==> config.mk <==
export PLATFORM = sky130hd
export DESIGN_NAME = sram_bus_arbiter
export DESIGN_NICKNAME = d
export VERILOG_FILES = /design/src/rtl/sram_bus_arbiter.sv
export SDC_FILE = /design/constraint.sdc
export NUM_CORES = 1
export LEC_CHECK = 0
export BUFFER_PORTS_ARGS = -buffer_cell sky130_fd_sc_hd__buf_2
export CORE_AREA = 2 2 126 128
export DETAILED_ROUTE_END_ITERATION = 16
export DIE_AREA = 0 0 128 130
export SLEW_MARGIN = 20
export SYNTH_ARGS = -nofsm -noshare
export SYNTH_HDL_FRONTEND = slang
export SYNTH_SLANG_ARGS = --single-unit
==> constraint.sdc <==
create_clock -name clk_i -period 2.87 [get_ports clk_i]
set_clock_uncertainty 0.05 [all_clocks]
set_input_delay 0.287 -clock clk_i [delete_from_list [all_inputs] [get_ports clk_i]]
set_output_delay 0.287 -clock clk_i [all_outputs]
set_load 0.005 [all_outputs]
==> src/rtl/sram_bus_arbiter.sv <==
`default_nettype none
// ============================================================================
// Module   : sram_bus_arbiter
// Purpose  : Shares one SRAM-like memory port between the instruction-fetch
//            requester (inst_*) and the data requester (data_*). Address
//            phases are arbitrated with data having priority. A grant that the
//            memory has not yet accepted is locked until it is accepted. Up to
//            DEPTH accepted transactions are tracked in issue order, so each
//            mem_data_ok/mem_rdata is routed back to the requester that issued
//            it.
// Ports    : clk_i, resetn_i                 clock, async active-low reset
//            inst_req_i .. inst_wdata_i      IF request (held until addr_ok)
//            inst_addr_ok_o, inst_data_ok_o  IF handshakes
//            inst_rdata_o                    IF read data
//            data_*                          same set for the data requester
//            mem_req_o .. mem_wdata_o        merged memory request
//            mem_addr_ok_i, mem_data_ok_i    memory handshakes (in order)
//            mem_rdata_i                     memory read data
//            busy_o                          transactions outstanding or lock held
//            proto_err_o                     sticky: response with nothing pending
// Revision : 1.0 - initial release
// ============================================================================
module sram_bus_arbiter #(
  parameter int DEPTH = 4
) (
  input  logic        clk_i,
  input  logic        resetn_i,
  // instruction-fetch requester
  input  logic        inst_req_i,
  input  logic        inst_wr_i,
  input  logic [1:0]  inst_size_i,
  input  logic [31:0] inst_addr_i,
  input  logic [3:0]  inst_wstrb_i,
  input  logic [31:0] inst_wdata_i,
  output logic        inst_addr_ok_o,
  output logic        inst_data_ok_o,
  output logic [31:0] inst_rdata_o,
  // data requester
  input  logic        data_req_i,
  input  logic        data_wr_i,
  input  logic [1:0]  data_size_i,
  input  logic [31:0] data_addr_i,
  input  logic [3:0]  data_wstrb_i,
  input  logic [31:0] data_wdata_i,
  output logic        data_addr_ok_o,
  output logic        data_data_ok_o,
  output logic [31:0] data_rdata_o,
  // memory port
  output logic        mem_req_o,
  output logic        mem_wr_o,
  output logic [1:0]  mem_size_o,
  output logic [31:0] mem_addr_o,
  output logic [3:0]  mem_wstrb_o,
  output logic [31:0] mem_wdata_o,
  input  logic        mem_addr_ok_i,
  input  logic        mem_data_ok_i,
  input  logic [31:0] mem_rdata_i,
  // status
  output logic        busy_o,
  output logic        proto_err_o
);

  localparam int AW = (DEPTH > 1) ? $clog2(DEPTH) : 1;
  localparam int CW = $clog2(DEPTH + 1);

  typedef enum logic [1:0] {
    ST_IDLE   = 2'd0,
    ST_LOCK_I = 2'd1,
    ST_LOCK_D = 2'd2
  } state_t;

  state_t           state_q, state_d;
  logic [CW-1:0]    count_q, count_d;
  logic [AW-1:0]    wptr_q,  wptr_d;
  logic [AW-1:0]    rptr_q,  rptr_d;
  logic [DEPTH-1:0] ids_q,   ids_d;     // source ID per slot: 0=inst, 1=data
  logic             perr_q,  perr_d;

  logic full;
  logic sel_valid;
  logic sel_data;
  logic push;
  logic pop;
  logic head_id;

  assign full = (count_q == CW'(DEPTH));

  // Grant selection. A locked grant is forwarded regardless of the other
  // requester (and even if the locked requester drops its request), so the
  // memory sees a stable address phase until it accepts it.
  always_comb begin
    sel_valid = 1'b0;
    sel_data  = 1'b0;
    unique case (state_q)
      ST_IDLE: begin
        if (!full) begin
          if (data_req_i) begin
            sel_valid = 1'b1;
            sel_data  = 1'b1;
          end else if (inst_req_i) begin
            sel_valid = 1'b1;
            sel_data  = 1'b0;
          end
        end
      end
      ST_LOCK_I: begin
        sel_valid = 1'b1;
        sel_data  = 1'b0;
      end
      ST_LOCK_D: begin
        sel_valid = 1'b1;
        sel_data  = 1'b1;
      end
      default: begin
        sel_valid = 1'b0;
        sel_data  = 1'b0;
      end
    endcase
  end

  // Merged request; payload forced to zero when no grant is active.
  always_comb begin
    mem_req_o   = sel_valid;
    mem_wr_o    = 1'b0;
    mem_size_o  = 2'd0;
    mem_addr_o  = 32'd0;
    mem_wstrb_o = 4'd0;
    mem_wdata_o = 32'd0;
    if (sel_valid) begin
      if (sel_data) begin
        mem_wr_o    = data_wr_i;
        mem_size_o  = data_size_i;
        mem_addr_o  = data_addr_i;
        mem_wstrb_o = data_wstrb_i;
        mem_wdata_o = data_wdata_i;
      end else begin
        mem_wr_o    = inst_wr_i;
        mem_size_o  = inst_size_i;
        mem_addr_o  = inst_addr_i;
        mem_wstrb_o = inst_wstrb_i;
        mem_wdata_o = inst_wdata_i;
      end
    end
  end

  assign push    = sel_valid & mem_addr_ok_i;
  assign pop     = mem_data_ok_i & (count_q != '0);
  assign head_id = ids_q[rptr_q];

  assign inst_addr_ok_o = push & ~sel_data;
  assign data_addr_ok_o = push &  sel_data;
  assign inst_data_ok_o = pop  & ~head_id;
  assign data_data_ok_o = pop  &  head_id;
  assign inst_rdata_o   = mem_rdata_i;
  assign data_rdata_o   = mem_rdata_i;

  assign busy_o      = (count_q != '0) || (state_q != ST_IDLE);
  assign proto_err_o = perr_q;

  // Next-state logic
  always_comb begin
    state_d = state_q;
    count_d = count_q + CW'(push) - CW'(pop);
    wptr_d  = push ? wptr_q + AW'(1) : wptr_q;
    rptr_d  = pop  ? rptr_q + AW'(1) : rptr_q;
    ids_d   = ids_q;
    perr_d  = perr_q | (mem_data_ok_i & (count_q == '0));

    if (push) begin
      ids_d[wptr_q] = sel_data;
    end

    unique case (state_q)
      ST_IDLE: begin
        // Only reachable with a grant when not full, so a lock is never
        // taken while the FIFO is full.
        if (sel_valid && !mem_addr_ok_i) begin
          state_d = sel_data ? ST_LOCK_D : ST_LOCK_I;
        end
      end
      ST_LOCK_I, ST_LOCK_D: begin
        if (mem_addr_ok_i) begin
          state_d = ST_IDLE;
        end
      end
      default: state_d = ST_IDLE;
    endcase
  end

  always_ff @(posedge clk_i or negedge resetn_i) begin
    if (!resetn_i) begin
      state_q <= ST_IDLE;
      count_q <= '0;
      wptr_q  <= '0;
      rptr_q  <= '0;
      ids_q   <= '0;
      perr_q  <= 1'b0;
    end else begin
      state_q <= state_d;
      count_q <= count_d;
      wptr_q  <= wptr_d;
      rptr_q  <= rptr_d;
      ids_q   <= ids_d;
      perr_q  <= perr_d;
    end
  end

endmodule
`default_nettype wire

# ---- Word-level counts from Yosys, hierarchy flattened
# Cells that the tools add are included.
dict set report classes {
  n_addsub 4
  magnitude_cmp 3
  n_eq_ne 5
  mux 26
  n_bitwise 10
  n_reduce_logical 10
}
# op count
set ops {}
lappend ops {{$mux 32} 4}
lappend ops {{$mux 2} 5}
lappend ops {{$mux 1} 9}
lappend ops {{$mux 4} 2}
lappend ops {{$and 1x1->1} 7}
lappend ops {{$lt 2x3->1 const B} 2}
lappend ops {{$add 2x1->2 const B} 2}
lappend ops {{$bwmux 4} 1}
lappend ops {{$pmux 1 s2} 2}
lappend ops {{$pmux 2 s2} 1}
lappend ops {{$add 3x1->3} 1}
lappend ops {{$eq 3x3->1 const B} 1}
lappend ops {{$logic_not 3->1} 1}
lappend ops {{$reduce_bool 3->1} 1}
lappend ops {{$sub 3x1->3} 1}
lappend ops {{$bmux 1 s2} 1}
lappend ops {{$demux 1 s2} 1}
lappend ops {{$eq 2x1->1 const B} 1}
lappend ops {{$eq 2x2->1 const B} 1}
lappend ops {{$ge 2x1->1 const B} 1}
lappend ops {{$logic_and 1x1->1} 2}
lappend ops {{$logic_not 2->1} 1}
lappend ops {{$ne 2x1->1 const B} 1}
lappend ops {{$ne 2x2->1 const B} 1}
lappend ops {{7 further kinds} 8}
dict set report word_totals {
  regBits 14
  output_inout_bits 142
}

# ---- Depth between registers and ports, before layout
dict set report logic_depth {
  depth_word 7
  depth_mapped 11
  ltp_nobuf 11
}

# ---- Least setup slack after synthesis
# Ideal clock, no wire load.
dict set report synth_timing {
  path_type {reg2reg}
  startpoint {reg state_q[0]}
  endpoint {reg count_q[2]}
  setup_time_ns 0.125
  arrival_ns 2.261
  t_required_ns 2.695
  slack_ns 0.434
  path_stages_with_launch 12
  period_less_slack_ns 2.436
  path_cell_list {dfrtp_1 inv_1 ha_1 o21a_1 a21oi_1 nor3_1 xnor2_1 ha_1 inv_1 fa_1 xnor2_1 xnor2_1}
}
dict set report synth_via {
  elab_chain_len 6
}
# element line_no
set synth_rtl {}
lappend synth_rtl {{start: declaration} 72} ;# state_t state_q, state_d;
lappend synth_rtl {{start signal: assignment} 199} ;# state_q <= state_d;
lappend synth_rtl {{$eq 2x1->1 or $eq 2x2->1 (tied branches)} 94} ;# unique case (state_q)
lappend synth_rtl {{$reduce_or 2->1 (no source line)} n/a}
lappend synth_rtl {{$pmux 1 s2 (*)} 94}
lappend synth_rtl {{$and 1x1->1 (*)} 146} ;# assign push = sel_valid & mem_addr_ok_i;
lappend synth_rtl {{$add 3x1->3 (*)} 163} ;# count_d = count_q + CW'(push) - CW'(pop);
lappend synth_rtl {{$sub 3x1->3 (*)} 163}
lappend synth_rtl {{via count_d[2]} 73} ;# logic [CW-1:0] count_q, count_d;
lappend synth_rtl {{end signal: assignment} 200} ;# count_q <= count_d;
lappend synth_rtl {{end: declaration} 73}
# Mark *: on every way through the listed nets, which the timed path passes. The rest lies on a longest branch.
# A chain may end at the register's enable or synchronous reset.

# ---- Worst setup path in the final report
dict set report layout_timing {
  startpoint {reg state_q[0]}
  endpoint {out mem_wdata_o[8]}
}
dict set report layout_via {
  elab_chain_len 4
}
# element line_no
set layout_rtl {}
lappend layout_rtl {{$eq 2x2->1 (tied with other cells)} 94}
lappend layout_rtl {{$pmux 1 s2 or $reduce_or 2->1 (tied branches)} n/a}
lappend layout_rtl {{$mux 32 or $pmux 1 s2 (tied branches)} {130, 94}}
lappend layout_rtl {{$mux 32 (*)} 129} ;# if (sel_valid) begin
lappend layout_rtl {{end: declaration} 54} ;# output logic [31:0] mem_wdata_o,
# Every way passes the cells marked *; elsewhere a longest branch is shown, timed or not.

==> metrics.cfg <==
[run_status]
run_status = complete, no violations

[sta]
period_needed_ns = 2.69
max_clock_freq_mhz = 371
setup_total_negative_slack_ns = 0
final_min_period_over_clock_period = 0.938
final-hold-violation-count = 0
slew-limit-headroom = 0.750
final-max-slew-violation-count = 0
unrepaired_setup_endpoints_after_global_routing = no
final-setup-viol-count = 0
worst_pin_slew_ns = 0.374

[global_routing]
grt_pass1_wl_mm = 13.0
grt_overflow = 0
initial_antenna_violation_count = 0
grt_max_degree = 78
grt_use_total = 0.0983
grt_pass1_vias = 2473

[yosys]
part_of_the_yosys_area_used_for_sequential_elements = 0.149
synth_edf_count = 0
post-synth-top-area-cell = nand2_1
synth_warnings = 0
postSynthAreaPerCell_um2 = 6.11
synthArstFlopShare = 1.00
netlist_top_cells_area = nand2_1, buf_4, a21oi_1
post-synth-top-area-fraction = 0.243
syn-num-nets = 573
synth-seq-cells = 14
most_frequent_cell_after_synthesis = nand2_1
synth_cells = 384
dominantRegCellSynth = dfrtp_1
yosysUniqueCellTypes = 27
post_synthesis_instance_area_mm2 = 0.00235
synth_top_cells_by_count = nand2_1, a21oi_1, buf_4, buf_2, dfrtp_1

[setup_path]
critical_path.endpoint_type = output port
critPathKind = reg -> out
critPathLaunch = state_q[0]$_DFFE_PN0P_
worstPathArrival_ns = 2.35
crit_fanout = 41
critical_path_required_ns = 2.53
timing.critical_path.from_type = flop
worstReg2RegStart = state_q[0]$_DFFE_PN0P_

[power]
proportion_of_power_drawn_by_the_clock_network = 0.091
cellLeakagePower_nw = 1.84
power.sequential.fraction = 0.113
power_density_mw_per_mm2 = 991
vdd_drop_max_mv = 0.558
p_int_mw = 1.60
power.switching_fraction = 0.506
combinationalPowerShare = 0.796
switching_power_mw = 1.64

[clock_tree]
cts_made_buffers = 3
cts.sinks = 14
postCtsSetupBuffers = 0
tritoncts = done
worst_setup_hold_path_clk_slew_ns = 0.05
cts.path.max_buffers = 2
h-tree-depth = 1
clockRootBuffer = clkbuf_16
clkLatencyLatePin_ns = 0.24

[layout]
area_delta_synth_final_pct = 39.3
fin_util = 0.212
insertedDiodeCount = 0
drive_above_1_share = 0.454
post_layout_nonfiller_instances = 723
fillCellCount = 1798
fin_nets = 721

[detailed_routing]
drc_errors = 0
wl_per_cell_um = 12.8
drt_first_iter_violations = 94
detail_route.vias_per_cell = 3.96
drt-pass1-iter-count = 4
route.final.wire_length_mm = 9.28
ant_nets = 0
vias = 2863

[hold_path]
hold_class = in -> reg
holdCritStartpoint = mem_data_ok_i

[place]
dp.final_hpwl_mm = 7.37
placed_cells = 718
io_buffer_count = 225
gp_routability_congestion = 0.739

[floorplan]
coreArea_mm2 = 0.0154
floorplan.die.height_um = 130
std_cell_rows = 46
die_w_um = 128
io_pins = 322
initial_utilization = 0.152
die_footprint_mm2 = 0.0166

[job]
cap_violations = 0

-- flip-flops by register name, indices dropped and copies added, names as in the netlist --
register and count:
ids_q 4, count_q 3, rptr_q 2, state_q 2
wptr_q 2, proto_err_o 1
-- repair_timing --
action / in CTS / in global routing
endpoints found under the hold margin: 14 / 0
hold buffers: 1 / 0
setup endpoints to repair: 0 / 0
resized for setup: 0 / 0
-- stage by stage --
stage          setup WS (ns)  hold slack (ns)  total power, mW  area, µm²
3_5_place_dp           0.415            0.157             2.97       3170
2_1_floorplan          0.434          -0.0586             1.98       2350
6_report               0.178            0.210             3.24       3270
4_1_cts                0.166            0.206             3.29       3270
5_1_grt               0.0327            0.221             3.60       3270
3_3_place_gp           0.480            0.154             2.97       3170
-- routing by layer --
| layer | track usage | wire length [µm] | vias to the layer above |
|---|---|---|---|
| met5 | 0 | 0 | - |
| met1 | 0.126 | 3930 | 1226 |
| met2 | 0.158 | 4150 | 138 |
| met4 | 0.0452 | 352 | 0 |
| li1 | - | - | 1453 |
| met3 | 0.0221 | 844 | 46 |
-- worst paths after layout --
| check | depth (start not counted) | slack, ns | endpoint |
|---|---|---|---|
| hold / removal | 2 | 0.21 | proto_err_o$_DFF_PN0_ |
| setup reg to reg | 11 | 0.42 | count_q[2]$_DFF_PN0_ |
| max in group asynchronous | 2 | 2.11 | state_q[0]$_DFFE_PN0P_ |
| hold reg to reg | 1 | 0.40 | proto_err_o$_DFF_PN0_ |
| setup / recovery | 9 | 0.18 | mem_wdata_o[8] |
| min in group asynchronous | 2 | 0.41 | wptr_q[0]$_DFFE_PN0P_ |
-- logic make-up after synthesis --
group | after synthesis | share of synthesized area
simple gates | 167 | 0.278
buf+inv | 99 | 0.285
fa+ha+maj | 9 | 0.0512
mux | 1 | 0.00960
flops | 14 | 0.149
xor+xnor | 6 | 0.0224
compound gates | 88 | 0.204
-- layout by cell type (no fill, tap or decap), drive strengths merged, types with 2 or more instances in the layout --
cell    Yosys  layout
buf        90     232
nand2     152     152
a21oi      72      72
dfrtp      14      14
inv         9       9
ha          8       8
o21ai       6       6
nor2        5       5
xnor2       5       5
o31ai       4       4
clkbuf      0       4
nor3        3       3
nand2b      2       2
nor2b       2       2
a21o        2       2
-- area by class of cell --
type,instances,area [µm²],share of cell area
inverter,9,33.8,0.0103
sequential,14,350,0.107
timing repair buffer,233,1230,0.375
multi-input combinational,271,1330,0.406
clock buffer,4,88.8,0.0272
tap,192,240,0.0735
-- power by group through the flow --
| stage | clock network, mW | registers (mW) | logic, mW |
|---|---|---|---|
| final | 0.294 | 0.366 | 2.58 |
| after CTS | 0.303 | 0.367 | 2.62 |
| after global routing | 0.312 | 0.379 | 2.91 |
| after floorplan | 0 | 0.354 | 1.63 |
| after detailed placement | 0 | 0.370 | 2.60 |
| after global placement | 0 | 0.367 | 2.60 |
-- critical path, cell delays in order (launching register included) --
cell and delay [ns]:
dfrtp_1 0.39, inv_1 0.09, ha_1 0.27, o21a_1 0.18, a21oi_1 0.08, buf_4 0.17, or2_2 0.31, buf_12 0.18
a21oi_1 0.23, buf_2 0.16
No activity file was read; power rests on OpenSTA's default activity.
